$ cat src/rtl/control_par.sv
// -----------------------------------------------------------------------------
// control_par
//
// DPLL solver controller with chronological backtracking and parallel BCP.
// Walks the variables looking for an unassigned one, decides it, fetches the
// clause range for the variable just assigned, splits that range across
// NUM_BCP propagation cores, then drains the imply stack. A conflict from any
// core unwinds the trace stack until a decision can be flipped; an empty trace
// during unwinding means the formula is unsatisfiable.
//
// Ports:
//   clock, reset            system clock, synchronous active-low reset
//   start, num_vars         solve request and number of active variables
//   bcp_*                   per-core start/subrange, broadcast var/value,
//                           per-core done/conflict, reset_bcp pulse
//   *_imply                 imply stack head, empty flag, pop and flush
//   *_trace                 trace stack top, empty flag, push data, pop/push
//   *_vs                    variable state read port and write port
//   read_var_start_end,
//   var_in_vse, start/end_clause
//                           per-variable clause range table read port
//   sat, unsat, busy        sticky result flags and activity indicator
//   n_decisions,
//   n_conflicts             saturating statistics counters
// -----------------------------------------------------------------------------
module control_par #(
   parameter int MAX_VARS     = 256,
   parameter int MAX_CLAUSES  = 1024,
   parameter int NUM_BCP      = 4,
   parameter bit DEC_POLARITY = 1'b0,
   parameter int STAT_W       = 32,
   localparam int VB = (MAX_VARS > 1) ? $clog2(MAX_VARS) : 1,
   localparam int CB = (MAX_CLAUSES > 1) ? $clog2(MAX_CLAUSES) : 1
) (
   input  logic                  clock,
   input  logic                  reset,
   input  logic                  start,
   input  logic [VB-1:0]         num_vars,
   output logic [NUM_BCP-1:0]    bcp_start,
   output logic [NUM_BCP*CB-1:0] bcp_lo,
   output logic [NUM_BCP*CB-1:0] bcp_hi,
   output logic [VB-1:0]         bcp_var,
   output logic                  bcp_val,
   input  logic [NUM_BCP-1:0]    bcp_done,
   input  logic [NUM_BCP-1:0]    bcp_conflict,
   output logic                  reset_bcp,
   input  logic                  empty_imply,
   input  logic [VB-1:0]         var_out_imply,
   input  logic                  val_out_imply,
   output logic                  pop_imply,
   output logic                  flush_imply,
   input  logic                  empty_trace,
   input  logic [VB-1:0]         var_out_trace,
   input  logic                  val_out_trace,
   input  logic                  type_out_trace,
   output logic                  pop_trace,
   output logic                  push_trace,
   output logic [VB-1:0]         var_in_trace,
   output logic                  val_in_trace,
   output logic                  type_in_trace,
   output logic                  read_vs,
   output logic [VB-1:0]         var_rd_vs,
   input  logic                  unassigned_vs,
   output logic                  write_vs,
   output logic [VB-1:0]         var_in_vs,
   output logic                  val_in_vs,
   output logic                  unassign_in_vs,
   output logic                  read_var_start_end,
   output logic [VB-1:0]         var_in_vse,
   input  logic [CB-1:0]         start_clause,
   input  logic [CB-1:0]         end_clause,
   output logic                  sat,
   output logic                  unsat,
   output logic                  busy,
   output logic [STAT_W-1:0]     n_decisions,
   output logic [STAT_W-1:0]     n_conflicts
);

   // Wide enough that start + i*chunk and lo + chunk - 1 never wrap.
   localparam int LOG_B = (NUM_BCP > 1) ? $clog2(NUM_BCP) : 0;
   localparam int WW    = CB + LOG_B + 2;

   typedef enum logic [3:0] {
      S_IDLE,
      S_SCAN,
      S_SCHK,
      S_VSE_RD,
      S_SPLIT,
      S_WAIT,
      S_IMPLY,
      S_BACK,
      S_FLIP,
      S_SAT,
      S_UNSAT
   } state_t;

   state_t                  state_q, state_d;
   logic [VB-1:0]           p_q, p_d;
   logic [VB-1:0]           cur_var_q, cur_var_d;
   logic                    cur_val_q, cur_val_d;
   logic [NUM_BCP-1:0]      active_q, active_d;
   logic [NUM_BCP-1:0]      done_q, done_d;
   logic                    conf_q, conf_d;
   logic [NUM_BCP*CB-1:0]   lo_q, lo_d;
   logic [NUM_BCP*CB-1:0]   hi_q, hi_d;
   logic                    sat_q, sat_d;
   logic                    unsat_q, unsat_d;
   logic [STAT_W-1:0]       n_dec_q, n_dec_d;
   logic [STAT_W-1:0]       n_conf_q, n_conf_d;

   logic [NUM_BCP*CB-1:0]   split_lo;
   logic [NUM_BCP*CB-1:0]   split_hi;
   logic [NUM_BCP-1:0]      split_act;
   logic                    range_empty;
   logic [WW-1:0]           start_w;
   logic [WW-1:0]           end_w;
   logic [WW-1:0]           len_w;
   logic [WW-1:0]           chunk_w;
   logic [WW-1:0]           lo_w;
   logic [WW-1:0]           last_w;

   logic [NUM_BCP-1:0]      done_acc;
   logic                    conf_acc;

   // Range splitter: divides the clause range returned by the start/end table
   // into NUM_BCP contiguous chunks of ceil(len/NUM_BCP) clauses. Trailing cores
   // whose chunk starts past the end stay idle and report a zero subrange.
   always_comb begin
      split_lo    = '0;
      split_hi    = '0;
      split_act   = '0;
      lo_w        = '0;
      last_w      = '0;
      range_empty = (end_clause < start_clause);
      start_w     = WW'(start_clause);
      end_w       = WW'(end_clause);
      len_w       = end_w - start_w + WW'(1);
      chunk_w     = (len_w + WW'(NUM_BCP - 1)) >> LOG_B;
      for (int i = 0; i < NUM_BCP; i++) begin
         lo_w   = start_w + WW'(i) * chunk_w;
         last_w = lo_w + chunk_w - WW'(1);
         if (lo_w <= end_w) begin
            split_act[i]          = 1'b1;
            split_lo[i*CB +: CB]  = start_clause + CB'(i) * chunk_w[CB-1:0];
            split_hi[i*CB +: CB]  = (last_w > end_w) ? end_clause : last_w[CB-1:0];
         end
      end
   end

   // State register plus all controller bookkeeping. Reset is synchronous and
   // active low, and clears every register that feeds an output.
   always_ff @(posedge clock) begin
      if (!reset) begin
         state_q   <= S_IDLE;
         p_q       <= '0;
         cur_var_q <= '0;
         cur_val_q <= 1'b0;
         active_q  <= '0;
         done_q    <= '0;
         conf_q    <= 1'b0;
         lo_q      <= '0;
         hi_q      <= '0;
         sat_q     <= 1'b0;
         unsat_q   <= 1'b0;
         n_dec_q   <= '0;
         n_conf_q  <= '0;
      end else begin
         state_q   <= state_d;
         p_q       <= p_d;
         cur_var_q <= cur_var_d;
         cur_val_q <= cur_val_d;
         active_q  <= active_d;
         done_q    <= done_d;
         conf_q    <= conf_d;
         lo_q      <= lo_d;
         hi_q      <= hi_d;
         sat_q     <= sat_d;
         unsat_q   <= unsat_d;
         n_dec_q   <= n_dec_d;
         n_conf_q  <= n_conf_d;
      end
   end

   // Next-state and output decode. Every strobe defaults low; while reset is
   // asserted the decode is skipped so no pulse escapes in the reset cycle.
   always_comb begin
      state_d            = state_q;
      p_d                = p_q;
      cur_var_d          = cur_var_q;
      cur_val_d          = cur_val_q;
      active_d           = active_q;
      done_d             = done_q;
      conf_d             = conf_q;
      lo_d               = lo_q;
      hi_d               = hi_q;
      sat_d              = sat_q;
      unsat_d            = unsat_q;
      n_dec_d            = n_dec_q;
      n_conf_d           = n_conf_q;

      bcp_start          = '0;
      bcp_lo             = lo_q;
      bcp_hi             = hi_q;
      reset_bcp          = 1'b0;
      pop_imply          = 1'b0;
      flush_imply        = 1'b0;
      pop_trace          = 1'b0;
      push_trace         = 1'b0;
      var_in_trace       = '0;
      val_in_trace       = 1'b0;
      type_in_trace      = 1'b0;
      read_vs            = 1'b0;
      var_rd_vs          = '0;
      write_vs           = 1'b0;
      var_in_vs          = '0;
      val_in_vs          = 1'b0;
      unassign_in_vs     = 1'b0;
      read_var_start_end = 1'b0;
      var_in_vse         = '0;
      busy               = 1'b0;

      // Done pulses from cores that were never started are masked out.
      done_acc = done_q | (bcp_done & active_q);
      conf_acc = conf_q | (|(bcp_conflict & bcp_done & active_q));

      if (reset) begin
         busy = !(state_q inside {S_IDLE, S_SAT, S_UNSAT});
         case (state_q)
            S_IDLE, S_SAT, S_UNSAT: begin
               if (start) begin
                  sat_d    = 1'b0;
                  unsat_d  = 1'b0;
                  n_dec_d  = '0;
                  n_conf_d = '0;
                  p_d      = '0;
                  state_d  = S_SCAN;
               end
            end

            S_SCAN: begin
               if (p_q == num_vars) begin
                  sat_d   = 1'b1;
                  state_d = S_SAT;
               end else begin
                  read_vs   = 1'b1;
                  var_rd_vs = p_q;
                  state_d   = S_SCHK;
               end
            end

            S_SCHK: begin
               if (unassigned_vs) begin
                  write_vs      = 1'b1;
                  var_in_vs     = p_q;
                  val_in_vs     = DEC_POLARITY;
                  push_trace    = 1'b1;
                  var_in_trace  = p_q;
                  val_in_trace  = DEC_POLARITY;
                  type_in_trace = 1'b1;
                  cur_var_d     = p_q;
                  cur_val_d     = DEC_POLARITY;
                  if (!(&n_dec_q)) begin
                     n_dec_d = n_dec_q + STAT_W'(1);
                  end
                  state_d = S_VSE_RD;
               end else begin
                  p_d     = p_q + VB'(1);
                  state_d = S_SCAN;
               end
            end

            S_VSE_RD: begin
               read_var_start_end = 1'b1;
               var_in_vse         = cur_var_q;
               state_d            = S_SPLIT;
            end

            S_SPLIT: begin
               if (range_empty) begin
                  state_d = S_IMPLY;
               end else begin
                  bcp_start = split_act;
                  bcp_lo    = split_lo;
                  bcp_hi    = split_hi;
                  lo_d      = split_lo;
                  hi_d      = split_hi;
                  active_d  = split_act;
                  done_d    = '0;
                  conf_d    = 1'b0;
                  state_d   = S_WAIT;
               end
            end

            S_WAIT: begin
               done_d = done_acc;
               conf_d = conf_acc;
               if (done_acc == active_q) begin
                  if (conf_acc) begin
                     reset_bcp   = 1'b1;
                     flush_imply = 1'b1;
                     if (!(&n_conf_q)) begin
                        n_conf_d = n_conf_q + STAT_W'(1);
                     end
                     state_d = S_BACK;
                  end else begin
                     state_d = S_IMPLY;
                  end
               end
            end

            S_IMPLY: begin
               if (empty_imply) begin
                  p_d     = '0;
                  state_d = S_SCAN;
               end else begin
                  pop_imply     = 1'b1;
                  write_vs      = 1'b1;
                  var_in_vs     = var_out_imply;
                  val_in_vs     = val_out_imply;
                  push_trace    = 1'b1;
                  var_in_trace  = var_out_imply;
                  val_in_trace  = val_out_imply;
                  type_in_trace = 1'b0;
                  cur_var_d     = var_out_imply;
                  cur_val_d     = val_out_imply;
                  state_d       = S_VSE_RD;
               end
            end

            // Forced entries are undone one per cycle; the first decision found
            // is popped and its opposite value is pushed from FLIP next cycle,
            // so pop and push never coincide.
            S_BACK: begin
               if (empty_trace) begin
                  unsat_d = 1'b1;
                  state_d = S_UNSAT;
               end else if (!type_out_trace) begin
                  pop_trace      = 1'b1;
                  write_vs       = 1'b1;
                  var_in_vs      = var_out_trace;
                  unassign_in_vs = 1'b1;
               end else begin
                  pop_trace = 1'b1;
                  cur_var_d = var_out_trace;
                  cur_val_d = ~val_out_trace;
                  state_d   = S_FLIP;
               end
            end

            S_FLIP: begin
               write_vs      = 1'b1;
               var_in_vs     = cur_var_q;
               val_in_vs     = cur_val_q;
               push_trace    = 1'b1;
               var_in_trace  = cur_var_q;
               val_in_trace  = cur_val_q;
               type_in_trace = 1'b0;
               state_d       = S_VSE_RD;
            end

            default: begin
               state_d = S_IDLE;
            end
         endcase
      end
   end

   assign bcp_var     = cur_var_q;
   assign bcp_val     = cur_val_q;
   assign sat         = sat_q;
   assign unsat       = unsat_q;
   assign n_decisions = n_dec_q;
   assign n_conflicts = n_conf_q;

endmodule

$ cat config.mk
export PLATFORM = sky130hd
export DESIGN_NAME = control_par
export DESIGN_NICKNAME = d
export VERILOG_FILES = /design/src/rtl/control_par.sv
export SDC_FILE = /design/constraint.sdc
export NUM_CORES = 1
export LEC_CHECK = 0
export CORE_ASPECT_RATIO = 1.5
export CORE_UTILIZATION = 30
export CTS_CLUSTER_DIAMETER = 30
export CTS_CLUSTER_SIZE = 24
export DETAILED_ROUTE_END_ITERATION = 12
export PLACE_DENSITY_LB_ADDON = 0.15
export SLEW_MARGIN = 10
export SYNTH_ARGS = -nofsm -noshare
export SYNTH_HDL_FRONTEND = slang
export SYNTH_SLANG_ARGS = --single-unit
export TNS_END_PERCENT = 20
$ cat constraint.sdc
create_clock -name clock -period 14.42 [get_ports clock]
set_input_delay 2.884 -clock clock [delete_from_list [all_inputs] [get_ports clock]]
set_output_delay 2.884 -clock clock [all_outputs]
set_load 0.02 [all_outputs]
==> run_results.csv <==
group,metric,value,unit
run_status,outcome,"completed",
sta,hold_violations,0,
min_path,hold_start,"hi_q[3]",
yosys,ys_types,92,
sta,drv_slew,0,
power,seqPwrFrac,10.9,%
sta,worst_hold_slack,0.4491,ns
sta,worstMarginPinSlew,1.067,ns
layout,areaGrowthSynthToFinish,29.17,%
worst_setup_path,path_class,"input pin to primary output",
sta,setup-tns-final,0,ns
min_path,whs_path_depth,2,
detailed_routing,viasPerCell,5.178,
cts,cts_setup_buffers,0,
sta,period_needed,13.98,ns
power,p_total,4.630,mW
die,fp.dieH,279.0,um
yosys,synth_flop_cell,"dfxtp_1",
sta,timing.fmax,0.07154,GHz
yosys,ys_seq_area_share,22.97,%
global_routing,grt_max_degree,73,
place,place_area,19130,um2
sta,period_share,96.94,%
min_path,whs_endpoint,"hi_q[3]",
power,power_switching_share,51.82,%
worst_setup_path,rr_worst_depth,9,
place,dpl_worst_slack,0.04719,ns
worst_setup_path,crit_required,11.54,ns
yosys,yosysTopAreaCellShare,22.97,%
worst_setup_path,r2r_setup_slack,10.55,ns
cts,clk_path_buf_depth,2,
cts,cts_root_buffer,"clkbuf_16",
detailed_routing,drtPass1Iterations,5,
layout,final_util,39.20,%
global_routing,antenna_found_initial,0,
sta,worst_slack,0.4412,ns
global_routing,track_usage,22.69,%
detailed_routing,detail_route.wl_per_cell,20.00,um
place,dp_hpwl,47.42,mm
detailed_routing,final_antenna_net_count,0,
yosys,synthTopCellsByArea,"dfxtp_1, ha_1, nand2_1, xnor2_1, nor2_1",
die,rows,101,
power,power.density,233.7,nW/um2
yosys,yosysTopAreaCell,"dfxtp_1",
yosys,yosys-top-cells-count,"nand2_1, ha_1, nor2_1",
cts,clk_latency,0.48,ns
power,power_leakage,8.448,nW
layout,fin_nets,2542,
layout,final_cells,2973,
detailed_routing,vias,15390,
worst_setup_path,critPathSlowestCell,"clkdlybuf4s50_1",
yosys,synthCells,2009,
worst_setup_path,cp_data_arrival_time,11.09,ns
min_path,hold_class,"flop to flop",
yosys,ys_warn_count,0,
sta,fin_skew,0.01690,ns
global_routing,grt_remaining_overflow,0,
detailed_routing,drtIter0Drc,733,
yosys,netlist_area,15340,um2
yosys,syn_nets,2260,
power,switching_power,2.399,mW
cts,htreeDepth,4,
yosys,async_flop_share,0,%
job,maxCapViolCount,0,
detailed_routing,drc,0,
worst_setup_path,critPathCaptureType,"primary output",
worst_setup_path,rr_endpoint,"hi_q[13]",
detailed_routing,routed_wl,59.46,mm
die,io_pins,265,
layout,final_area,19820,um2
cts,cts_tree,"done",
global_routing,grt_pass1_wl,90.07,mm
die,start_util,30.35,%
sta,setup_viol,0,
layout,drive_above_1_share,7.465,%
die,dieArea,52060,um2
yosys,synth_edf_count,0,
place,place_congestion,0.9412,
global_routing,grt_pass1_vias,15340,
yosys,synth_seq_cells,176,
power,combPwrFrac,78.1,%
power,intPower,2.230,mW
die,die_width,186.6,um
sta,slew_headroom,28.62,%
yosys,synth.avg_cell_area,7.636,um2
worst_setup_path,critPathBufInv,7,
cts,cts_made_buffers,17,
die,coreArea,50550,um2
worst_setup_path,cpPeakStageDelay,0.64,ns
worst_setup_path,critPathTopFamily,"compound AO/OA/AOI/OAI gates",
worst_setup_path,start_kind,"input pin",
power,ir_drop,0.0001759,V
yosys,synth.most_common_cell,"nand2_1",
power,pwr-share-clk,10.9,%
sta,rsz0062_at_grt,"true",
layout,num_antenna_cells,0,
place,io_buffers,264,
worst_setup_path,worstPathMaxFanout,10,
cts,clock-sinks,176,
place,dp_cells,2941,
cts,clk_pin_slew,0.08,ns
worst_setup_path,worstReg2RegStart,"state_q[2]",
[worst register-to-register path, delay by kind of cell, from the launching register on]
kind / cells / cell delay, ns
flops: 1 / 0.63
simple gates: 6 / 1.99
buf+inv: 2 / 0.99
compound gates: 1 / 0.21
[layout by cell type, fill, tap and decap left out, types with 13 or more instances in the layout]
master / n
nand2_1: 255
clkdlybuf4s50_1: 254
ha_1: 180
nor2_1: 179
dfxtp_1: 176
inv_1: 143
o21ai_0: 119
a21oi_1: 115
buf_4: 87
xnor2_1: 80
xor2_1: 67
nand3_1: 60
mux2i_1: 55
a21o_1: 50
nor3_1: 34
nand4_1: 33
and2_1: 30
and3_1: 26
o21a_1: 22
nor2b_1: 19
or3_1: 18
o31ai_1: 17
clkbuf_16: 17
a211oi_1: 16
nand2b_1: 14
and4_1: 14
or2_2: 13
[logic make-up (layout without fill, tap and decap cells)]
group | after synthesis | after routing | share of synthesized area, %
adder cells (fa/ha/maj) | 190 | 190 | 15.99
XOR/XNOR | 151 | 151 | 8.719
buffers and inverters | 234 | 529 | 5.929
AND/OR/NAND/NOR | 733 | 733 | 22.64
AO/OA/AOI/OAI | 465 | 465 | 19.75
flip-flops | 176 | 176 | 22.97
multiplexers | 60 | 60 | 4.005
[power groups by stage]
| stage | Clock, mW | Combinational [mW] | Sequential, mW |
|---|---|---|---|
| floorplan | 0 | 2.41 | 0.514 |
| global placement | 0 | 3.54 | 0.518 |
| detailed placement | 0 | 3.58 | 0.518 |
| CTS | 0.528 | 3.61 | 0.506 |
| global route | 0.543 | 4.00 | 0.509 |
| finish | 0.507 | 3.62 | 0.507 |
[layout make-up]
cell class | instances | area, um2
multi-input cells | 1599 | 10960
clock buffers | 17 | 425.4
fillers | 5276 | 30730
clock inverters | 15 | 206.4
well taps | 669 | 837.1
repair buffers | 350 | 3308
inverters | 147 | 553.0
flip-flops and latches | 176 | 3523
[worst max path at each step]
stage / startpoint / to / cells past startpoint
floorplan: start_clause[1] / bcp_hi[38] / 34
global placement: start_clause[7] / bcp_hi[33] / 33
detailed placement: end_clause[1] / bcp_hi[33] / 33
CTS: end_clause[1] / bcp_hi[33] / 33
global route: start_clause[1] / bcp_hi[31] / 36
finish: end_clause[1] / bcp_hi[31] / 35
[repair_timing]
item,CTS,global route
hold buffers,0,0
gates resized for setup,1,14
endpoints found under the setup margin,1,23
[flip-flops by register name, summed over array words and instances, names as in the netlist]
| register | flops |
|---|---|
| lo_q | 40 |
| active_q | 4 |
| bcp_var | 8 |
| n_conflicts | 32 |
| n_decisions | 32 |
| p_q | 8 |
| done_q | 4 |
| state_q | 4 |
| hi_q | 40 |
| unsat | 1 |
| sat | 1 |
| conf_q | 1 |
| bcp_val | 1 |
[routing by layer]
metal | GRT usage, % | vias to the layer above | wire length [um]
li1 | - | 7612 | -
met1 | 23.31 | 7270 | 22840
met2 | 42.11 | 404 | 30050
met3 | 5.015 | 107 | 3231
met4 | 12.97 | 0 | 3331
met5 | 0 | - | 0
No activity file was read; power rests on OpenSTA's default activity.
